===== src/rtl/wb_regfile_pkg.sv =====
// wb_regfile_pkg: shared register indices and exception cause codes for the writeback register file
package wb_regfile_pkg;
  localparam logic [4:0] REG_ZERO = 5'd0;
  localparam logic [4:0] REG_RSTATUS = 5'd30;
  localparam logic [4:0] REG_RA = 5'd31;
  localparam logic [31:0] EXC_CAUSE_1 = 32'd1;
  localparam logic [31:0] EXC_CAUSE_2 = 32'd2;
  localparam logic [31:0] EXC_CAUSE_3 = 32'd3;
endpackage


===== src/rtl/regfile_read_port.sv =====
// regfile_read_port: one combinational read port (regs/rs/we/wr/data in, rd out) with r0 force-to-zero and same-cycle write-through bypass
module regfile_read_port
  import wb_regfile_pkg::*;
#(
  parameter int NREGS = 32,
  parameter int XLEN = 32
) (
  input  logic [XLEN-1:0]          regs [NREGS],
  input  logic [$clog2(NREGS)-1:0] rs,
  input  logic                     we,
  input  logic [$clog2(NREGS)-1:0] wr,
  input  logic [XLEN-1:0]          data,
  output logic [XLEN-1:0]          rd
);
  always_comb rd = (rs == REG_ZERO) ? '0 : (we && wr == rs) ? data : regs[rs];
endmodule


===== src/rtl/wb_regfile.sv =====
// wb_regfile: writeback register file (clock/reset, we/writeReg/data/ovf write port, rs1/rs2 -> rd1/rd2 bypassed reads, exc_valid/exc_cause/exc_count capture with exc_clear)
module wb_regfile
  import wb_regfile_pkg::*;
#(
  parameter int NREGS = 32,
  parameter int XLEN = 32,
  parameter int CNT_W = 8
) (
  input  logic                     clock,
  input  logic                     reset,
  input  logic                     we,
  input  logic [$clog2(NREGS)-1:0] writeReg,
  input  logic [XLEN-1:0]          data,
  input  logic                     ovf,
  input  logic [$clog2(NREGS)-1:0] rs1,
  input  logic [$clog2(NREGS)-1:0] rs2,
  output logic [XLEN-1:0]          rd1,
  output logic [XLEN-1:0]          rd2,
  output logic                     exc_valid,
  output logic [XLEN-1:0]          exc_cause,
  output logic [CNT_W-1:0]         exc_count,
  input  logic                     exc_clear
);
  logic [XLEN-1:0] regs [NREGS];
  logic cap;
  always_comb cap = we && ovf && writeReg == REG_RSTATUS;
  always_ff @(posedge clock) begin
    if (reset) begin
      for (int i = 0; i < NREGS; i++) regs[i] <= '0;
    end else if (we && writeReg != REG_ZERO) begin
      regs[writeReg] <= data;
    end
  end
  always_ff @(posedge clock) begin
    if (reset) begin
      exc_valid <= 1'b0;
      exc_cause <= '0;
      exc_count <= '0;
    end else if (cap) begin
      exc_valid <= 1'b1;
      exc_cause <= data;
      exc_count <= exc_clear ? CNT_W'(1) : (&exc_count) ? exc_count : exc_count + CNT_W'(1);
    end else if (exc_clear) begin
      exc_valid <= 1'b0;
      exc_cause <= '0;
      exc_count <= '0;
    end
  end
  regfile_read_port #(.NREGS(NREGS), .XLEN(XLEN)) u_rp1 (
    .regs(regs), .rs(rs1), .we(we), .wr(writeReg), .data(data), .rd(rd1)
  );
  regfile_read_port #(.NREGS(NREGS), .XLEN(XLEN)) u_rp2 (
    .regs(regs), .rs(rs2), .we(we), .wr(writeReg), .data(data), .rd(rd2)
  );
endmodule


===== config.mk =====
export PLATFORM = sky130hd
export DESIGN_NAME = wb_regfile
export DESIGN_NICKNAME = d
export VERILOG_FILES = /design/src/rtl/wb_regfile_pkg.sv /design/src/rtl/regfile_read_port.sv /design/src/rtl/wb_regfile.sv
export SDC_FILE = /design/constraint.sdc
export NUM_CORES = 2
export LEC_CHECK = 0
export CAP_MARGIN = 10
export CORE_MARGIN = 10
export CORE_UTILIZATION = 62
export CTS_BUF_LIST = sky130_fd_sc_hd__clkbuf_16
export DETAILED_ROUTE_END_ITERATION = 10
export PLACE_DENSITY = 0.91
export SYNTH_ARGS = -nofsm -noshare
export SYNTH_HDL_FRONTEND = slang
export SYNTH_SLANG_ARGS = --single-unit

===== constraint.sdc =====
create_clock -name clock -period 2.9 [get_ports clock]
set_input_delay 0.58 -clock clock [delete_from_list [all_inputs] [get_ports clock]]
set_output_delay 0.58 -clock clock [all_outputs]
set_load 0.03 [all_outputs]

==> results by group, run 1 <==
Status
  – Status: stopped before the end
  – Stopped at: 5_1_grt
  – First error: [ERROR GRT-0232] Routing congestion too high. Check the congestion heatmap in the GUI.

Global route
  – Gr ovfl total: 97
  – Antenna violations before repair: 43
  – All-layer global routing usage: 0.694
  – Maximum number of pins on one net before global-route repair: 103

Synth
  – Mapped cell area: 0.0531 mm2
  – Cell types with the highest counts after synthesis: 2,083 x nand2_1, 1,065 x dfxtp_1, 1,040 x a21oi_1
  – Mapped Nets: 6,107
  – Mapped Avg Cell Area: 8.77 um2
  – Synthesis warning total: 0
  – Number of unique standard cell types used by synthesis: 59
  – Cell with the most instances after synthesis: nand2_1
  – EDFF count, synth: 0
  – Async SR Flop Fraction: 0
  – Cells after Synth: 6,054
  – Portion of the post-synthesis area used by sequential elements: 0.402
  – Register bit count reported by yosys: 1,065
  – Area share of the largest cell type after synthesis: 0.402
  – Most area-hungry cell type in the Yosys netlist: dfxtp_1
  – Most used DFF post-synth: dfxtp_1
  – Synth area leaders: dfxtp_1 40%, mux4_2 20%, nand2_1 15%

Placement
  – HPWL after DPL: 152,000 um
  – IO buf count: 156
  – Placer congestion estimate: 1.04
  – Number of placed instances with taps included: 7,224
  – Post-Place Cell Area: 0.0599 mm2

Floorplanning
  – Number of placement rows: 107
  – Horizontal die dimension: 313 um
  – Starting density of the core: 0.624
  – Ports placed on the boundary: 157
  – Chip Height: 313 um

CTS
  – CTS H-Tree Depth: 3
  – Bufs on Longest Clock Path: 3
  – Number of buffers created by CTS: 109
  – Clock root cell: clkbuf_16
  – Clock net sink count: 1,065

Timing
  – Worst endpoint left by the global-route repair_timing run: rd1[5]
  – Worst-path endpoint category: top-level output
-- layer usage --
metal / overflow / GRT usage
met1: 8 / 0.681
met2: 48 / 0.802
met3: 1 / 0.639
met4: 40 / 0.647
met5: 0 / 0.392
-- per-stage QoR --
stage	utilization	setup TNS, ps	setup WS, ps
floorplan	-	-3.00	-3.00
global placement	0.704	-39250	-916
detailed placement	0.704	-40130	-967
CTS	0.797	-6080	-317
-- cell families after synthesis --
group | count (synthesis) | synth area share
xor gates and xnor gates | 15 | 0.00247
DFF | 1065 | 0.402
adders and majority gates | 1 | 0.000236
and+or+nand+nor | 2325 | 0.172
muxes | 586 | 0.220
AOI/OAI and AO/OA | 1406 | 0.150
buffers and inverters | 656 | 0.0534
-- what timing repair did --
item | CTS
buffers inserted | 121
resized for setup | 582
setup endpoints to repair | 64
hold buffers | 0
cloned | 45
endpoints found under the hold margin | 0
pin swaps | 178
==> run 2: changes to the inputs <==
--- a/config.mk
+++ b/config.mk
@@ -7,10 +7,9 @@
 export LEC_CHECK = 0
 export CAP_MARGIN = 10
 export CORE_MARGIN = 10
-export CORE_UTILIZATION = 62
-export CTS_BUF_LIST = sky130_fd_sc_hd__clkbuf_16
+export CORE_UTILIZATION = 40
 export DETAILED_ROUTE_END_ITERATION = 10
-export PLACE_DENSITY = 0.91
+export PLACE_DENSITY_LB_ADDON = 0.15
 export SYNTH_ARGS = -nofsm -noshare
 export SYNTH_HDL_FRONTEND = slang
 export SYNTH_SLANG_ARGS = --single-unit
==> results by group, run 2 <==
Synth
  – Cell types with the highest counts after synthesis: 2,083 x nand2_1, 1,065 x dfxtp_1, 1,040 x a21oi_1
  – Most used DFF post-synth: dfxtp_1
  – Cell with the most instances after synthesis: nand2_1
  – Register bit count reported by yosys: 1,065
  – Mapped cell area: 0.0531 mm2
  – Most area-hungry cell type in the Yosys netlist: dfxtp_1
  – Synthesis warning total: 0
  – Async SR Flop Fraction: 0
  – Mapped Nets: 6,107
  – Number of unique standard cell types used by synthesis: 59
  – Cells after Synth: 6,054
  – Portion of the post-synthesis area used by sequential elements: 0.402
  – Area share of the largest cell type after synthesis: 0.402
  – Mapped Avg Cell Area: 8.77 um2
  – EDFF count, synth: 0
  – Synth area leaders: dfxtp_1 40%, mux4_2 20%, nand2_1 15%

Finish
  – Largest registers: regs x1024, exc_cause x32, exc_count x8
  – Fraction of layout instances using a drive strength above 1: 0.296
  – Top library cells by usage in the layout, fill and taps aside: 2,044 x nand2_1, 1,031 x a21oi_1, 1,019 x dfxtp_1
  – Layout fillers: 11.7k
  – Final design instance area without fill: 0.0698 mm2
  – Leading cell type in the layout, fill and taps excluded: nand2_1
  – Layout area overhead: 31.5%
  – Number of flip-flops in the largest register: 1,024
  – Final layout net count: 6,429
  – Most flop-heavy register: regs

CTS
  – Clock net sink count: 1,065
  – Number of buffers created by CTS: 115
  – Clock tree from TritonCTS: done
  – Later-pin clock latency in the skew report: 750 ps
  – Bufs on Longest Clock Path: 3
  – Clk slew on worst S/H paths: 60 ps
  – Clock root cell: clkbuf_16
  – CTS H-Tree Depth: 3
  – # hold bufs at CTS: 0

Global route
  – Antenna violations before repair: 9
  – Number of global-route vias before repair: 49.1k
  – Global-route wire length before repair: 367,000 um
  – All-layer global routing usage: 0.343
  – Gr ovfl total: 0
  – Maximum number of pins on one net before global-route repair: 91

Timing
  – Final period util: 1.14
  – RSZ-0062 raised after global routing: yes
  – Fmax: 303 MHz
  – Hold violation count in the final report: 0
  – Slew at the pin closest to its max-slew limit: 840 ps
  – Final hold slack: 279 ps
  – Worst Skew: 5.97 ps
  – Final worst path period need: 3300 ps
  – Pins Over Slew Limit: 0
  – Final Setup Violations: 64
  – Final setup margin: -397 ps
  – Remaining max-slew budget at the tightest pin: 0.440

Critical path
  – Arr. time, crit path: 2720 ps
  – Delay contributed by the slowest stage of the critical path: 550 ps
  – Worst path required time: 2320 ps
  – Series of cell instances along the critical path: mux4_2 > mux4_2 > nand3_2 > o211ai_1 > clkbuf_16
  – Type of the worst setup path: register to primary output
  – Most numerous cell on the critical path: mux4_2
  – Startpoint type of the worst setup path: register
  – Critical Path Slowest Stage Cell: mux4_2
  – Capturing element type of the critical path: primary output
  – Maximum fanout encountered on the critical timing path: 3
  – Setup slack, reg-to-reg: 1320 ps

Routing
  – Routed length per instance: 32.1 um
  – 1st-iter DRT viols: 7,760
  – Vias per std cell: 6.40
  – Number of nets with antenna violations after detailed routing: 0
  – Number of iterations in the first detailed-routing pass: 7
  – Total via count after detailed routing: 52.6k
  – Final Routed Wirelength: 264,000 um
  – DRC violations left: 0

Floorplanning
  – Chip Height: 384 um
  – Starting density of the core: 0.403
  – Horizontal die dimension: 384 um
  – Number of placement rows: 133
  – Die Area: 0.148 mm2
  – Core area: 0.132 mm2
  – Ports placed on the boundary: 157

Status
  – Violated checks: setup timing
  – Status: finished, violations left

Power
  – Leak Pwr: 23.8 nW
  – Switching fraction of total power: 0.268
  – Sequential cell fraction of total power: 0.419
  – Total power density per cell area: 506 mW/mm2
  – Switching power summed over all nets: 9.47 mW
  – Power share of the clock group: 0.442
  – Internal cell power: 25.8 mW
  – Share of total power in combinational logic: 0.139
  – VDD IR-drop max: 0.431 mV

Placement
  – HPWL after DPL: 170,000 um
  – Placer congestion estimate: 0.965
  – DP Worst Slack: -786 ps
  – Post-Place Cell Area: 0.0614 mm2
  – IO buf count: 156

Job
  – Reported max-cap violation count: 0

Min path
  – Classification of the worst-slack hold path: input port to register
==> run 2: cell counts after synthesis <==
No cell type changed its count.
==> run 2: stage by stage <==
| step | utilization | instances | total power, mW | TNS (ps) |
|---|---|---|---|---|
| 6_report | 0.530 | 8225 | 35.3 | -11750 |
| 5_1_grt | 0.530 | 8224 | 36.0 | -12200 |
| 4_1_cts | 0.524 | 8217 | 35.1 | -11780 |
| 3_5_place_dp | 0.466 | 7893 | 19.2 | -36670 |
| 3_3_place_gp | 0.466 | 7893 | 19.2 | -38030 |
| 2_1_floorplan | - | 6054 | 17.1 | -3.00 |
==> run 2: worst max-delay path: cells and delay by family, from the launching register on <==
| kind | cells | cell delay [ps] |
|---|---|---|
| AND/OR/NAND/NOR | 1 | 120 |
| multiplexers | 2 | 1030 |
| buffers and inverters | 1 | 270 |
| AO/OA/AOI/OAI | 1 | 250 |
| flip-flops | 1 | 330 |
==> run 2: power groups by stage <==
stage          sequential (mW)  clock, mW  combinational, mW
2_1_floorplan             15.1          0               1.96
3_3_place_gp              15.1          0               4.05
3_5_place_dp              15.1          0               4.05
4_1_cts                   14.8       15.6               4.65
5_1_grt                   14.8       16.2               4.97
6_report                  14.8       15.6               4.89
==> run 2: cells by family after synthesis <==
kind of cell / Yosys count / share of synthesized area
AOI/OAI and AO/OA: 1406 / 0.150
adders and majority gates: 1 / 0.000236
DFF: 1065 / 0.402
xor gates and xnor gates: 15 / 0.00247
muxes: 586 / 0.220
and+or+nand+nor: 2325 / 0.172
buffers and inverters: 656 / 0.0534
==> run 2: cell type report <==
cell class,instances,area [um2],area share
diodes,2,5.00,0.0000717
clock inverters,46,564,0.00808
flip-flops and latches,1065,21400,0.306
repair buffers,857,11000,0.158
clock buffers,163,3350,0.0480
well taps,1755,2200,0.0315
inverters,4,22.5,0.000323
multi-input cells,4333,31300,0.448
==> run 2: worst paths after layout <==
check | from | cells past startpoint | end
max reg2reg | exc_count[2] | 5 | exc_count[0]
min reg2reg | regs[619] | 2 | regs[619]
max | regs[645] | 5 | rd1[5]
min | reset | 2 | exc_count[0]
==> run 2: timing repair <==
action | in CTS | in global routing
buffers inserted | 95 | 30
gates cloned | 29 | 4
gates resized for setup | 476 | 223
endpoints found under the setup margin | 64 | 64
pin swaps | 135 | 144
==> run 2: layer usage <==
layer | vias to the layer above | wire length, um | global-route usage | share of wire
met1 | 25887 | 97900 | 0.448 | 0.37
met4 | 12 | 18700 | 0.199 | 0.071
met2 | 3877 | 111000 | 0.499 | 0.42
met3 | 976 | 36600 | 0.103 | 0.14
met5 | - | 233 | 0 | 0.00088
li1 | 21877 | - | - | -
Note: power is estimated with default switching activity, not from simulation.
